<file path="config.mk">
export PLATFORM = sky130hd
export DESIGN_NAME = count1to10_monitor
export DESIGN_NICKNAME = d
export VERILOG_FILES = /design/src/rtl/count1to10_monitor.sv
export SDC_FILE = /design/constraint.sdc
export NUM_CORES = 1
export LEC_CHECK = 0
export CAP_MARGIN = 20
export CORE_MARGIN = 3
export CORE_UTILIZATION = 45
export DETAILED_ROUTE_END_ITERATION = 8
export GPL_TIMING_DRIVEN = 0
export PLACE_DENSITY = 0.79
export SLEW_MARGIN = 20
export SYNTH_ARGS = -nofsm -noshare
export SYNTH_HDL_FRONTEND = slang
export SYNTH_SLANG_ARGS = --single-unit
</file>
<file path="constraint.sdc">
create_clock -name clk -period 2.91 [get_ports clk]
set_input_delay 0.4365 -clock clk [delete_from_list [all_inputs] [get_ports clk]]
set_output_delay 0.4365 -clock clk [all_outputs]
set_load 0.05 [all_outputs]
</file>
<file path="src/rtl/count1to10_monitor.sv">
// Sequence monitor for a 1..10 decade counter: locks after LOCK_LEN in-sequence samples, then flags every break (lap counter with COUNT1TO10_MON_LAP_EN).
// Latency: all outputs registered; the response to a q_valid sample is visible one cycle later.
// Backpressure: none; q_valid low holds all state, while err_pulse drops and err_clr still acts.
module count1to10_monitor #(
    parameter int unsigned LOCK_LEN = 3,
    parameter int unsigned ERR_W    = 8,
    parameter int unsigned LAP_W    = 8
) (
    input  logic             clk,
    input  logic             reset,
    input  logic [3:0]       q,
    input  logic             q_valid,
    input  logic             err_clr,
    output logic             locked,
    output logic [3:0]       expected,
    output logic             err_pulse,
    output logic             err_sticky,
    output logic [ERR_W-1:0] err_count
`ifdef COUNT1TO10_MON_LAP_EN
    ,
    output logic [LAP_W-1:0] lap_count
`endif
);

    typedef enum logic {
        SEARCH = 1'b0,
        LOCKED = 1'b1
    } state_t;

    localparam logic [3:0]       LOCK_RUN = 4'(LOCK_LEN);
    localparam logic [ERR_W-1:0] ERR_ONE  = ERR_W'(1);

    if (LOCK_LEN < 2 || LOCK_LEN > 15) begin : g_bad_lock_len
        $error("LOCK_LEN must be in 2..15");
    end
    if (ERR_W < 1 || LAP_W < 1) begin : g_bad_width
        $error("ERR_W and LAP_W must be at least 1");
    end

    function automatic logic [3:0] succ(input logic [3:0] x);
        return (x == 4'd10) ? 4'd1 : x + 4'd1;
    endfunction

    state_t           state;
    logic [3:0]       prev;
    logic             prev_ok;
    logic [3:0]       run;

    logic             q_in_range;
    logic [3:0]       run_nxt;
    logic             seq_match;
    logic [ERR_W-1:0] err_count_inc;

    assign q_in_range    = (q >= 4'd1) && (q <= 4'd10);
    assign run_nxt       = (prev_ok && (q == succ(prev))) ? run + 4'd1 : 4'd1;
    assign seq_match     = (q == expected);
    assign err_count_inc = (&err_count) ? err_count : err_count + ERR_ONE;
    assign locked        = (state == LOCKED);

    always_ff @(posedge clk or posedge reset) begin
        if (reset) begin
            state      <= SEARCH;
            prev       <= 4'd0;
            prev_ok    <= 1'b0;
            run        <= 4'd0;
            expected   <= 4'd0;
            err_pulse  <= 1'b0;
            err_sticky <= 1'b0;
            err_count  <= '0;
        end else begin
            err_pulse <= 1'b0;
            if (err_clr) begin
                err_sticky <= 1'b0;
                err_count  <= '0;
            end
            if (q_valid) begin
                case (state)
                    SEARCH: begin
                        if (!q_in_range) begin
                            run     <= 4'd0;
                            prev_ok <= 1'b0;
                        end else begin
                            run     <= run_nxt;
                            prev    <= q;
                            prev_ok <= 1'b1;
                            if (run_nxt == LOCK_RUN) begin
                                state    <= LOCKED;
                                expected <= succ(q);
                            end
                        end
                    end
                    LOCKED: begin
                        prev <= q;
                        if (seq_match) begin
                            expected <= succ(q);
                        end else begin
                            // An error in the same cycle as err_clr leaves a fresh count of one.
                            err_pulse  <= 1'b1;
                            err_sticky <= 1'b1;
                            err_count  <= err_clr ? ERR_ONE : err_count_inc;
                            state      <= SEARCH;
                            expected   <= 4'd0;
                            run        <= q_in_range ? 4'd1 : 4'd0;
                            prev_ok    <= q_in_range;
                        end
                    end
                    default: state <= SEARCH;
                endcase
            end
        end
    end

`ifdef COUNT1TO10_MON_LAP_EN
    logic lap_hit;
    assign lap_hit = q_valid && (state == LOCKED) && seq_match &&
                     (prev == 4'd10) && (q == 4'd1);

    always_ff @(posedge clk or posedge reset) begin
        if (reset) begin
            lap_count <= '0;
        end else if (lap_hit) begin
            lap_count <= lap_count + LAP_W'(1);
        end
    end
`endif

endmodule

</file>
==> results of run 1 <==
[metal layers]
metal	part of all wire, %	GRT usage [%]	up-vias
met5	0	0	-
met2	52	31.7	30
met3	5.4	3.77	4
met4	0.81	6.36	0
li1	-	-	550
met1	41	18.0	547
[cells by family after synthesis]
group	after synthesis
AND/OR/NAND/NOR	54
multiplexers	9
adder cells (fa/ha/maj)	2
flip-flops	24
buffers and inverters	12
AO/OA/AOI/OAI	29
XOR/XNOR	13
[synthesized netlist by cell type, types with 2 or more instances]
cell / n / area [µm²]
ha_1: 2 / 25.0
dfrtp_1: 24 / 601
a21oi_1: 6 / 30.0
nand2_1: 13 / 48.8
nor2_1: 11 / 41.3
nor3_1: 5 / 25.0
mux2_2: 8 / 90.1
xor2_1: 7 / 61.3
o21ai_0: 6 / 30.0
nand3_1: 7 / 35.0
buf_2: 3 / 15.0
a32o_1: 2 / 20.0
nor2b_1: 4 / 25.0
and2_1: 3 / 18.8
nand4_1: 3 / 18.8
xnor2_1: 6 / 52.6
inv_1: 8 / 30.0
o41ai_1: 2 / 17.5
[worst register-to-register path, stage by stage, from the launching register on]
cell and delay [ns]:
dfrtp_1 0.46, or2b_1 0.23, a21boi_0 0.26, o21ai_0 0.18
a2111oi_4 0.56, a21oi_2 0.18, mux2_2 0.31
[report_power, final]
part / total (mW) / switching, mW / leakage [nW] / internal [mW]
Combinational: 0.534 / 0.319 / 0.364 / 0.215
Clock: 0.242 / 0.103 / 0.0279 / 0.139
Sequential: 0.472 / 0.0722 / 0.317 / 0.400
Total: 1.25 / 0.494 / 0.709 / 0.754
[cell usage in the layout, fill, tap and decap left out, types with 2 or more instances in the layout]
cell	synthesis	final
clkdlybuf4s50_1	0	18
nand4_1	3	3
a32o_1	2	2
dfrtp_1	24	24
clkbuf_4	0	3
nor2_1	11	11
xor2_1	7	7
o21ai_0	6	6
a21oi_1	6	6
xnor2_1	6	6
nand3_1	7	7
o41ai_1	2	2
nor2b_1	4	4
mux2_2	8	8
and2_1	3	3
buf_2	3	3
nor3_1	5	5
ha_1	2	2
nand2_1	13	13
inv_1	8	8
[layout make-up]
class                   instances  share of cell area (%)
clock buffers                   3                    1.36
clock inverters                 1                    1.81
flip-flops and latches         24                    36.2
multi-input cells             107                    44.5
well taps                      31                    2.34
repair buffers                 18                    10.9
plain buffers                   4                    1.13
inverters                       8                    1.81
[through the flow]
stage          area (µm²)  hold WS (ns)  power [mW]
2_1_floorplan        1390         0.451       0.862
3_3_place_gp         1610         0.489       0.993
3_5_place_dp         1610         0.487        1.02
4_1_cts              1660         0.481        1.26
5_1_grt              1660         0.493        1.31
6_report             1660         0.490        1.25
[sequential cells by signal, indices dropped and copies added, names as in the netlist]
name / flops
err_sticky: 1
err_pulse: 1
expected: 4
err_count: 8
run: 4
prev_ok: 1
prev: 4
locked: 1
[final timing paths]
| kind | end | slack (ns) |
|---|---|---|
| hold reg to reg | prev_ok | 0.51 |
| setup reg to reg | expected[1] | 0.63 |
| min in group asynchronous | run[0] | 0.59 |
| max in group asynchronous | err_count[3] | 1.77 |
| setup / recovery | err_count[5] | 0.44 |
| hold / removal | err_count[5] | 0.49 |
==> results.py, run 1 <==
metrics = {
    "grt": {
        "antenna_found_initial": 0,
        "grt-ovfl-total": 0,
        "grt_pass1_vias": 1139,
        "grt_usage_pct": 16.8,
        "grt_max_degree": 25,
        "grt_pass1_wl_mm": 4.71,
    },
    "synthesis": {
        "synth_edf_count": 0,
        "synth-adder-area-share_pct": 1.80,
        "synth_compound_area_share_pct": 16.2,
        "synthCells": 143,
        "ys_types": 41,
        "synth_xor_area_share_pct": 8.21,
        "syn_area_per_cell_um2": 9.70,
        "syn-num-nets": 153,
        "syn_area_um2": 1390,
        "synth_top_family_by_area": "simple AND/OR/NAND/NOR gates",
        "yosys.area_share.simple_pct": 19.7,
        "seq_area_frac_synth_pct": 43.3,
        "ys_ff_latch": 24,
        "synth_ff_type": "dfrtp_1",
        "yosys_warnings": 0,
        "synthMuxAreaShare_pct": 7.21,
        "async_flop_share_pct": 100,
    },
    "detailed_routing": {
        "routed_wl_mm": 2.84,
        "final_antenna_net_count": 0,
        "first_pass_iters": 4,
        "vias": 1131,
        "drc": 0,
        "vias_per_cell": 5.77,
        "first_iter_violations": 26,
        "wire_per_inst_um": 14.5,
    },
    "layout": {
        "layoutNonFillerInstCount": 196,
        "fin_nets": 176,
        "antenna_cells": 0,
        "fillCellCount": 248,
        "syn2layout_area_growth_pct": 19.6,
        "final_util_pct": 58.2,
        "regArea_um2": 601,
        "multi_input_area_um2": 738,
        "drive_above_1_share_pct": 13.3,
    },
    "placed_design": {
        "pre_cts_ws_ns": 0.0771,
        "hpwlAfterDp_mm": 2.16,
        "gp_congestion": 0.820,
        "dp_cells": 192,
        "io_buffers": 18,
    },
    "sta": {
        "max_freq_mhz": 405,
        "period_share_pct": 84.9,
        "layout_setup_ws_ns": 0.440,
        "tightest_slew_ns": 1.06,
        "min_period_ns": 2.47,
        "finalSetupViolCount": 0,
        "max-slew-margin-rel_pct": 28.4,
        "hold_viol": 0,
        "setup_tns_ns": 0,
        "grt_setup_unrepaired": "false",
        "fin_skew_ns": 0.0137,
        "slew_violations": 0,
    },
    "floorplanning": {
        "die_h_um": 61.5,
        "fp-row-count": 19,
        "io_pins": 23,
        "die_area_um2": 3790,
        "initial_core_util_pct": 48.6,
        "design.core.area_um2": 2850,
        "die_w_um": 61.5,
    },
    "job": {
        "maxCapViolations": 0,
    },
    "critical_path": {
        "cp_max_fo": 7,
        "rr_worst_depth": 6,
        "cp.arrival_ns": 2.68,
        "crit_type": "primary input to register",
        "startpoint_type": "primary input",
        "required_ns": 3.12,
        "crit_path_end_kind": "register",
        "slowest_stage": "o41ai_1",
        "r2r_start": "prev[0]",
        "worst-path-buf-inv": 1,
        "slowest_delay_ns": 0.93,
        "worstPathCellList": "clkdlybuf4s50_1 > xor2_1 > o41ai_1 > a31o_2 > nor3_1 > xnor2_1 > nor2_1",
        "setup.worst_path.start": "q[2]",
        "crit_cells": 7,
        "critPathTopFamily": "compound AO/OA/AOI/OAI gates",
    },
    "clock_network": {
        "post_cts_buffers": 0,
        "cts_root_buf": "clkbuf_4",
        "cts_resized": 0,
        "clk_latency_ns": 0.32,
        "hold_buffers": 0,
        "cts_tree": "built",
        "cts_buffers": 3,
        "htree_num_levels": 1,
        "cts.sinks": 24,
        "clkSlewWorstSetupHoldPaths_ns": 0.14,
        "clockBufferDepth": 2,
    },
    "power_and_ir_drop": {
        "p_leak_nw": 0.709,
        "powerDensity_nw_per_um2": 753,
        "ir_worst_vdd_mv": 0.334,
    },
    "run_status": {
        "outcome": "finished clean",
    },
    "hold_path": {
        "whs_path_depth": 2,
        "hold_class": "primary input to register",
        "hold_path.startpoint": "err_clr",
    },
}
Power figures use the tool's default switching activity.
==> run 2: changes to the inputs <==
==> constraint.sdc (replaced) <==
create_clock -name clk -period 2.5 [get_ports clk]
set_input_delay 0.375 -clock clk [delete_from_list [all_inputs] [get_ports clk]]
set_output_delay 0.375 -clock clk [all_outputs]
set_load 0.05 [all_outputs]
==> results.py, run 2 (synthesis results as in run 1) <==
metrics = {
    "power_and_ir_drop": {
        "power_frac_clock_pct": 19.3,
        "design_power_total_mw": 1.46,
        "intPower_uw": 879,
        "power_frac_comb_pct": 43.2,
        "p_seq_share_pct": 37.5,
        "netSwitchingFraction_pct": 39.9,
        "powerDensity_nw_per_um2": 878,
        "switchingPower_uw": 584,
        "ir_worst_vdd_mv": 0.394,
        "p_leak_nw": 0.710,
    },
    "critical_path": {
        "cp_max_fo": 7,
        "startpoint_type": "register",
        "slowest_stage": "a2111oi_4",
        "worstPathCellList": "or2b_1 > a21boi_0 > o21ai_0 > a2111oi_4 > a21oi_2 > mux2_2",
        "slowest_delay_ns": 0.56,
        "crit_type": "register to register",
        "cp.arrival_ns": 2.51,
        "crit_path_end_kind": "register",
        "required_ns": 2.73,
    },
    "run_status": {
        "outcome": "finished clean",
    },
    "grt": {
        "antenna_found_initial": 0,
        "grt_max_degree": 25,
        "grt-ovfl-total": 0,
        "grt_pass1_wl_mm": 4.71,
        "grt_usage_pct": 16.8,
        "grt_pass1_vias": 1139,
    },
    "layout": {
        "layoutNonFillerInstCount": 196,
        "regMostFlops": "err_count",
        "mostFrequentLayoutCell": "dfrtp_1",
        "fin_nets": 176,
        "final_util_pct": 58.4,
        "drive_above_1_share_pct": 13.9,
        "largest_reg_flops": 8,
        "syn2layout_area_growth_pct": 20.1,
        "most-common-layout-cells": "24 x dfrtp_1, 18 x clkdlybuf4s50_1, 13 x nand2_1",
        "antenna_cells": 0,
    },
    "detailed_routing": {
        "routed_wl_mm": 2.87,
        "vias": 1144,
        "wire_per_inst_um": 14.6,
        "drc": 0,
        "first_pass_iters": 4,
        "final_antenna_net_count": 0,
        "first_iter_violations": 25,
        "vias_per_cell": 5.84,
    },
    "clock_network": {
        "cts.sinks": 24,
        "clk_latency_ns": 0.32,
        "cts_buffers": 3,
        "clockBufferDepth": 2,
        "cts_tree": "built",
        "clkSlewWorstSetupHoldPaths_ns": 0.14,
        "htree_num_levels": 1,
        "cts_root_buf": "clkbuf_4",
    },
    "sta": {
        "slew_violations": 0,
        "finalSetupViolCount": 0,
        "tightest_slew_ns": 0.888,
        "period_share_pct": 91.3,
        "fin_worst_hold_slack_ns": 0.429,
        "max-slew-margin-rel_pct": 40.7,
        "max_freq_mhz": 438,
        "min_period_ns": 2.28,
        "grt_setup_unrepaired": "false",
        "hold_viol": 0,
        "fin_skew_ns": 0.0144,
        "setup_tns_ns": 0,
    },
    "placed_design": {
        "hpwlAfterDp_mm": 2.16,
        "io_buffers": 18,
        "gp_congestion": 0.820,
        "dp_cells": 192,
    },
    "floorplanning": {
        "design.core.area_um2": 2850,
        "fp-row-count": 19,
        "die_area_um2": 3790,
        "die_h_um": 61.5,
        "io_pins": 23,
        "die_w_um": 61.5,
        "initial_core_util_pct": 48.6,
    },
    "hold_path": {
        "hold_class": "primary input to register",
    },
    "job": {
        "maxCapViolations": 0,
    },
}
-- run 2: path summary, 6_finish.rpt --
| check | endpoint | depth (start not counted) | slack [ns] | from |
|---|---|---|---|---|
| setup / recovery | expected[1] | 6 | 0.22 | prev[0] |
| hold / removal | prev[1] | 2 | 0.43 | q[1] |
| setup reg to reg | expected[1] | 6 | 0.22 | prev[0] |
| hold reg to reg | prev_ok | 1 | 0.51 | prev_ok |
| max in group asynchronous | prev_ok | 2 | 1.42 | reset |
| min in group asynchronous | err_count[7] | 2 | 0.53 | reset |
-- run 2: critical path: cells and delay by family (launching register included) --
| family | cells | cell delay [ns] |
|---|---|---|
| AO/OA/AOI/OAI | 4 | 1.18 |
| AND/OR/NAND/NOR | 1 | 0.23 |
| multiplexers | 1 | 0.31 |
| flip-flops | 1 | 0.46 |
-- run 2: what timing repair did --
action,CTS,global route
endpoints found under the setup margin,0,2
setup buffers,0,0
gates resized for setup,0,1
hold buffers,0,0
-- run 2: power groups by stage --
stage	logic, mW	registers, mW	clock network [mW]
final	0.632	0.549	0.282
after global routing	0.676	0.562	0.301
after CTS	0.626	0.550	0.288
after detailed placement	0.625	0.558	0
after global placement	0.607	0.549	0
after floorplan	0.298	0.706	0
-- run 2: through the flow --
step                worst slack [ns]  area (µm²)
floorplan                      0.339        1390
global placement              -0.217        1610
detailed placement            -0.271        1610
CTS                            0.107        1660
global route                   0.136        1670
finish                         0.218        1670
-- run 2: cell type report --
type                    count  area (µm²)
plain buffers               4        18.8
clock buffers               3        22.5
clock inverters             1        30.0
fillers                   248        1190
inverters                   8        30.0
multi-input cells         107         746
flip-flops and latches     24         601
well taps                  31        38.8
repair buffers             18         180
-- run 2: routing by layer --
| metal | wire length [µm] | global-route usage (%) |
|---|---|---|
| met5 | 0 | 0 |
| met4 | 23 | 6.36 |
| met3 | 167 | 3.77 |
| met2 | 1540 | 31.7 |
| met1 | 1140 | 18.0 |
